### src/rtl/rs232_pkg.sv
// Shared types and default constants for the RS-232 RTS/CTS flow-control
// block and its CTS synchronizer.
package rs232_pkg;

   localparam int TIMEOUT_CYCLES_DEF = 1024;
   localparam int LEVEL_W_DEF        = 5;
   localparam int HI_WM_DEF          = 12;
   localparam int LO_WM_DEF          = 4;

   typedef enum logic [1:0] {
      IDLE     = 2'd0,
      WAIT_CTS = 2'd1,
      START    = 2'd2,
      BUSY     = 2'd3
   } state_t;

endpackage

### src/rtl/rs232_sync.sv
// Two-flop synchronizer bringing the asynchronous CTS line into the clk
// domain; both flops clear on reset so CTS reads as "not clear" at first.
module rs232_sync (
   input  logic clk,
   input  logic rst_n,
   input  logic d,
   output logic q
);

   logic meta;

   always_ff @(posedge clk) begin
      if (!rst_n) begin
         meta <= 1'b0;
         q    <= 1'b0;
      end else begin
         meta <= d;
         q    <= meta;
      end
   end

endmodule

### src/rtl/rs232_flow_ctrl.sv
// RTS/CTS flow control in front of a UART transmitter: gates byte launch on
// CTS with a drop-on-timeout, and drives RTS from RX FIFO level hysteresis.
module rs232_flow_ctrl
   import rs232_pkg::*;
#(
   parameter int TIMEOUT_CYCLES = TIMEOUT_CYCLES_DEF,
   parameter int LEVEL_W        = LEVEL_W_DEF,
   parameter int HI_WM          = HI_WM_DEF,
   parameter int LO_WM          = LO_WM_DEF
) (
   input  logic               clk,
   input  logic               rst_n,
   input  logic               flow_en,
   input  logic               tx_valid,
   input  logic [7:0]         tx_data,
   output logic               tx_ready,
   output logic               uart_start,
   output logic [7:0]         uart_data,
   input  logic               uart_done,
   input  logic               cts,
   input  logic [LEVEL_W-1:0] rx_level,
   output logic               rts,
   output logic               timeout_err
);

   localparam int CNT_W =
      (TIMEOUT_CYCLES > 1) ? $clog2(TIMEOUT_CYCLES) : 1;
   localparam logic [CNT_W-1:0] CNT_LAST =
      CNT_W'(TIMEOUT_CYCLES - 1);
   localparam logic [LEVEL_W-1:0] HI_LVL = LEVEL_W'(HI_WM);
   localparam logic [LEVEL_W-1:0] LO_LVL = LEVEL_W'(LO_WM);

   generate
      if (LO_WM >= HI_WM) begin : g_wm_check
         $error("rs232_flow_ctrl: LO_WM must be below HI_WM");
      end
   endgenerate

   state_t           state_q;
   state_t           state_d;
   logic [CNT_W-1:0] cnt_q;
   logic [CNT_W-1:0] cnt_d;
   logic [7:0]       data_q;
   logic             rts_q;
   logic             cts_s;
   logic             load;
   logic             start_c;
   logic             tmo_c;

   rs232_sync u_cts_sync (
      .clk   (clk),
      .rst_n (rst_n),
      .d     (cts),
      .q     (cts_s)
   );

   always_comb begin
      state_d  = state_q;
      cnt_d    = cnt_q;
      tx_ready = 1'b0;
      load     = 1'b0;
      start_c  = 1'b0;
      tmo_c    = 1'b0;
      unique case (state_q)
         IDLE: begin
            tx_ready = 1'b1;
            if (tx_valid) begin
               load    = 1'b1;
               state_d = WAIT_CTS;
            end
         end
         WAIT_CTS: begin
            if (cts_s || !flow_en) begin
               cnt_d   = '0;
               state_d = START;
            end else if (cnt_q == CNT_LAST) begin
               tmo_c   = 1'b1;
               cnt_d   = '0;
               state_d = IDLE;
            end else begin
               cnt_d = cnt_q + CNT_W'(1);
            end
         end
         START: begin
            start_c = 1'b1;
            state_d = BUSY;
         end
         BUSY: begin
            if (uart_done) state_d = IDLE;
         end
         default: state_d = IDLE;
      endcase
   end

   // Pulses are masked while reset is held so a byte caught mid-flight
   // never reaches the transmitter or the error line.
   assign uart_start  = start_c & rst_n;
   assign timeout_err = tmo_c & rst_n;
   assign uart_data   = data_q;
   assign rts         = rts_q;

   always_ff @(posedge clk) begin
      if (!rst_n) begin
         state_q <= IDLE;
         cnt_q   <= '0;
         data_q  <= '0;
         rts_q   <= 1'b1;
      end else begin
         state_q <= state_d;
         cnt_q   <= cnt_d;
         if (load) data_q <= tx_data;
         if (!flow_en)                rts_q <= 1'b1;
         else if (rx_level >= HI_LVL) rts_q <= 1'b0;
         else if (rx_level <= LO_LVL) rts_q <= 1'b1;
      end
   end

endmodule

### config.mk
export PLATFORM = sky130hd
export DESIGN_NAME = rs232_flow_ctrl
export DESIGN_NICKNAME = d
export VERILOG_FILES = /design/src/rtl/rs232_pkg.sv /design/src/rtl/rs232_sync.sv /design/src/rtl/rs232_flow_ctrl.sv
export SDC_FILE = /design/constraint.sdc
export NUM_CORES = 1
export LEC_CHECK = 0
export ABC_AREA = 1
export BUFFER_PORTS_ARGS = -buffer_cell sky130_fd_sc_hd__buf_2
export CAP_MARGIN = 40
export CORE_MARGIN = 5
export CORE_UTILIZATION = 30
export CTS_CLUSTER_DIAMETER = 30
export CTS_CLUSTER_SIZE = 28
export DETAILED_ROUTE_END_ITERATION = 10
export GPL_TIMING_DRIVEN = 0
export PLACE_DENSITY = 0.6
export SYNTH_ARGS = -nofsm -noshare
export SYNTH_HDL_FRONTEND = slang
export SYNTH_HIERARCHICAL = 1
export SYNTH_SLANG_ARGS = --single-unit
### constraint.sdc
create_clock -name clk -period 3.3 [get_ports clk]
set_input_delay 0.33 -clock clk [delete_from_list [all_inputs] [get_ports clk]]
set_output_delay 0.33 -clock clk [all_outputs]
set_load 0.01 [all_outputs]
# Word-level counts from Yosys, hierarchy flattened
# Index checks and enable logic that the tools add are counted.
[totals]
ff_bits = 23
in_bits = 19
out_inout_bits = 12
wordCells = 40
[classes]
addsub = 1
magnitude_cmp = 2
n_eq_ne = 7
mux = 16
bitwise_logic = 2
reduce_logical = 6
[ops]
columns = ["cell", "n"]
rows = [
  ["10-bit two-way mux", 2],
  ["10-bit by 1-bit adder with 10-bit output (second input constant)", 1],
  ["10-bit == test (second input constant)", 1],
  ["1-bit two-way mux", 9],
  ["2-bit two-way mux", 4],
  ["2-bit case mux with 4 select lines", 1],
  ["5-bit by 4-bit greater-or-equal comparator with 1-bit output (second input constant)", 1],
  ["5-bit by 3-bit less-or-equal comparator with 1-bit output (second input constant)", 1],
  ["2-bit == test (second input constant)", 2],
  ["2-bit != test (second input constant)", 2],
  ["3-bit != test (second input constant)", 1],
  ["3-bit AND reduction", 1],
  ["1-bit AND", 2],
  ["2-bit by 1-bit == test with 1-bit output (second input constant)", 1],
  ["2-bit logical NOT", 1],
  ["2-bit AND reduction", 1],
  ["2-bit nonzero test", 1],
  ["1-bit logical NOT", 1],
  ["1-bit logical OR", 1],
]

# Depth between registers and ports, before layout
[depth]
ltp_word = 5
depth_mapped = 8
ltp_nobuf = 8

# Modules after synthesis
# The synthesis kept the hierarchy.
[by_module_without_submodules]
columns = ["module", "instances", "cells_per_inst", "area_each_um2", "seq_area_each_um2"]
rows = [
  ["rs232_flow_ctrl", 1, 154, 1063.5, 420.4],
  ["rs232_sync", 1, 6, 55.1, 40.0],
]

# Worst setup path before layout
# OpenSTA, ideal clock, no wires.
[synth_timing]
path_kind = "reg-to-output"
startpoint = "register cnt_q[0]"
endpoint = "output port timeout_err"
arrival_time_ns = 1.290
t_required_ns = 2.970
path_slack_ns = 1.680
stages_incl_launch_ff = 6
path_buffers = 0
path_cell_list = "dfxtp_1 > ha_1 > nand2_1 > nor2_2 > nand3_2 > nor4_1"
[synth_between]
elab_chain_cells = 5
[synth_lines]
columns = ["item", "line", "text"]
rows = [
  ["from (decl)", "rs232_flow_ctrl.sv:41", "logic [CNT_W-1:0] cnt_q;"],
  ["from (signal assigned)", "rs232_flow_ctrl.sv:110", "cnt_q <= cnt_d;"],
  ["10-bit == test", "rs232_flow_ctrl.sv:76", "end else if (cnt_q == CNT_LAST) begin"],
  ["1-bit two-way mux", "rs232_flow_ctrl.sv:76", ""],
  ["1-bit two-way mux", "rs232_flow_ctrl.sv:73", "if (cts_s || !flow_en) begin"],
  ["1-bit two-way mux", "rs232_flow_ctrl.sv:64", "unique case (state_q)"],
  ["1-bit AND", "rs232_flow_ctrl.sv:98", "assign timeout_err = tmo_c & rst_n;"],
  ["to (decl)", "rs232_flow_ctrl.sv:23", "output logic timeout_err"],
]
# No other way between the ends.

# Worst setup path after layout
# Same ends and word-level chain as after synthesis.

==> flow_summary.yaml <==
status:
  status: "complete, no violations"
synthesis:
  synth_xor_area_share_pct: 0.7830
  ys_seq_elements: 23
  syn_area_per_cell_um2: 6.991
  synthMuxAreaShare_pct: 0
  synth_top_family_by_area: "simple AND/OR/NAND/NOR gates"
  synth_cell_type_count: 26
  synthArstFlopShare_pct: 0
  syn-cell-area_um2: 1119
  yosys_warnings: 6
  synthSimpleGateAreaFrac_pct: 34.45
  synth_enable_flop_cells: 0
  synthAdderAreaFrac_pct: 1.119
  syn-instance-count: 160
  yosysSeqAreaShare_pct: 41.16
  synth_compound_area_share_pct: 13.76
  yosys_most_used_dff: "dfxtp_1"
  syn_nets: 180
detailed_routing:
  vias_per_cell: 4.339
  finalWirelength_um: 2281
  drc: 0
  wl_per_cell_um: 9.426
  ant_nets: 0
  drtIter0Drc: 36
  vias: 1050
  drt-pass1-iter-count: 4
clock_network:
  post_cts_buffers: 0
  cts_sinks: 23
  cts_buffer_depth: 2
  path_clk_slew_ps: 80
  ctsHtreeMaxLevel: 1
  cts_root_buffer: "clkbuf_8"
  clock_latency_ps: 260
  postCtsHoldBufs: 0
  cts_tree: "built"
  cts_made_buffers: 3
  cts-resized-gates: 0
critical_path:
  crit_slowest_cell: "dfxtp_1"
  cpPeakStageDelay_ps: 430
  critPathKind: "reg2out"
  worstSetupStartpointType: "flip-flop"
  cp_num_buf_inv: 1
  cp_max_fo: 6
  path_delay_family: "simple AND/OR/NAND/NOR gates"
  worstPathRequired_ps: 2970
  end_kind: "output port"
  reg2reg_slack_ps: 1840
  worstPathCellList: "ha_1 > nand2_1 > nor2_2 > nand3_2 > nor4_1 > buf_2"
  arrival_ps: 1690
floorplanning:
  rows: 22
  start_util_pct: 30.79
  coreArea_um2: 3633
  boundaryPins: 31
  die_area_um2: 5050
  die_y_um: 71.06
  die_w_um: 71.06
timing:
  worstMarginPinSlew_ps: 351.1
  rsz0062_at_grt: "false"
  fin_tns_setup_ps: 0
  hold_viol_final: 0
  slew_viol_final: 0
  period_share_pct: 61.09
  final.min_clock_period_ps: 2016
  setup_viol: 0
  max_slew_margin_pct: 76.59
  hold_ws_ps: 244.4
  setup_ws_ps: 1284
  fin_worst_skew_ps: 0.7752
  fmax_ghz: 0.4960
global_route:
  grt_pass1_wl_um: 3939
  gr-total-overflow: 0
  grt_pass1_vias: 922
  antenna_found_initial: 0
  grt_max_degree: 13
  groute.usage.overall_pct: 9.527
final_layout:
  final_nets: 215
  num_antenna_cells: 0
  drive_above_1_share_pct: 26.29
  area_growth_pct: 22.82
worst_hold_path:
  min_path_type: "in2reg"
pwr:
  pwr-share-seq_pct: 52.3
  pwr-share-comb_pct: 17.2
  pwr-share-clk_pct: 30.4
  p_per_area_nw_per_um2: 424.2
  p_leak_nw: 0.6003
  ir_worst_vdd_uv: 193.1
  p_switching_mw: 0.1624
  p_int_mw: 0.4204
  switching_share_pct: 27.86
placement:
  gp_congestion: 0.7571
  io_buffers: 30
  post-dp-hpwl_um: 1772
  pre_cts_ws_ps: 1567
job:
  max_cap_viol_count: 0
power groups by stage:
stage               Combinational, mW  Sequential [mW]  Clock [mW]
floorplan                      0.0596            0.317           0
global placement                0.102            0.311           0
detailed placement              0.102            0.312           0
CTS                             0.102            0.305       0.186
global route                    0.114            0.307       0.197
finish                          0.100            0.305       0.177
per-layer routing:
metal	vias to the layer above	wire length, um	share of wire [%]	GRT usage [%]
met2	24	968	42	14.62
met4	0	59	2.6	5.010
met5	-	0	0	0
li1	575	-	-	-
met1	445	1102	48	11.80
met3	6	150	6.6	3.125
worst paths after layout:
path | startpoint | end | cells after the start
worst min register to register | u_cts_sync/meta | u_cts_sync/q | 2
worst min-delay path | cts | u_cts_sync/meta | 3
worst max register to register | cnt_q[0] | state_q[0] | 8
worst max-delay path | cnt_q[0] | timeout_err | 6
cell usage after synthesis, types with 2 or more instances:
master,n,area (um2)
a21oi_2,5,43.79
nor2_4,2,22.52
a21oi_1,7,35.03
nand4_1,2,12.51
o21ai_0,12,60.06
nand2_1,44,165.2
nor2_1,23,86.33
inv_2,2,7.510
nand3_2,2,20.02
nand3_1,6,30.03
dfxtp_1,23,460.4
inv_1,17,63.81
nor2_2,2,12.51
layout make-up:
| class | instances | area, um2 |
|---|---|---|
| Inverter | 20 | 77.57 |
| Fill cell | 425 | 2260 |
| Timing Repair Buffer | 30 | 150.1 |
| Tap cell | 48 | 60.06 |
| Sequential cell | 23 | 460.4 |
| Clock buffer | 4 | 45.04 |
| Buffer | 3 | 20.02 |
| Multi-Input combinational cell | 114 | 560.5 |
flip-flops by register name, summed over array words and instances (netlist names), named ones only:
signal / flops
uart_data: 8
rts: 1
u_cts_sync/meta: 1
state_q: 1
cnt_q: 10
u_cts_sync/q: 1
cells in the final DEF, fill, tap and decap left out, types with 3 or more instances in the layout:
| cell | n |
|---|---|
| nand3_1 | 6 |
| inv_1 | 17 |
| a21oi_2 | 5 |
| o21ai_0 | 12 |
| clkbuf_8 | 3 |
| nor2_1 | 23 |
| a21oi_1 | 7 |
| nand2_1 | 44 |
| dfxtp_1 | 23 |
| buf_2 | 31 |
cells by family (layout without fill, tap and decap cells):
family	after synthesis	in the layout
AOI/OAI and AO/OA	26	26
xor gates and xnor gates	1	1
adders and majority gates	1	1
buffers and inverters	23	57
DFF	23	23
and+or+nand+nor	86	86
worst register-to-register path, delay by kind of cell (launching register included):
kind	cells	cell delay [ps]
buffers and inverters	1	40
adders and majority gates	1	190
and+or+nand+nor	6	700
DFF	1	430
through the flow:
step / instances / utilization (%) / power, mW / instance area [um2]
after global placement: 238 / 36.57 / 0.4137 / 1329
after CTS: 242 / 37.81 / 0.5935 / 1374
after detailed placement: 238 / 36.57 / 0.4139 / 1329
after global routing: 242 / 37.81 / 0.6180 / 1374
final: 242 / 37.81 / 0.5828 / 1374
after floorplan: 160 / - / 0.3762 / 1119
No activity file was read; power rests on OpenSTA's default activity.
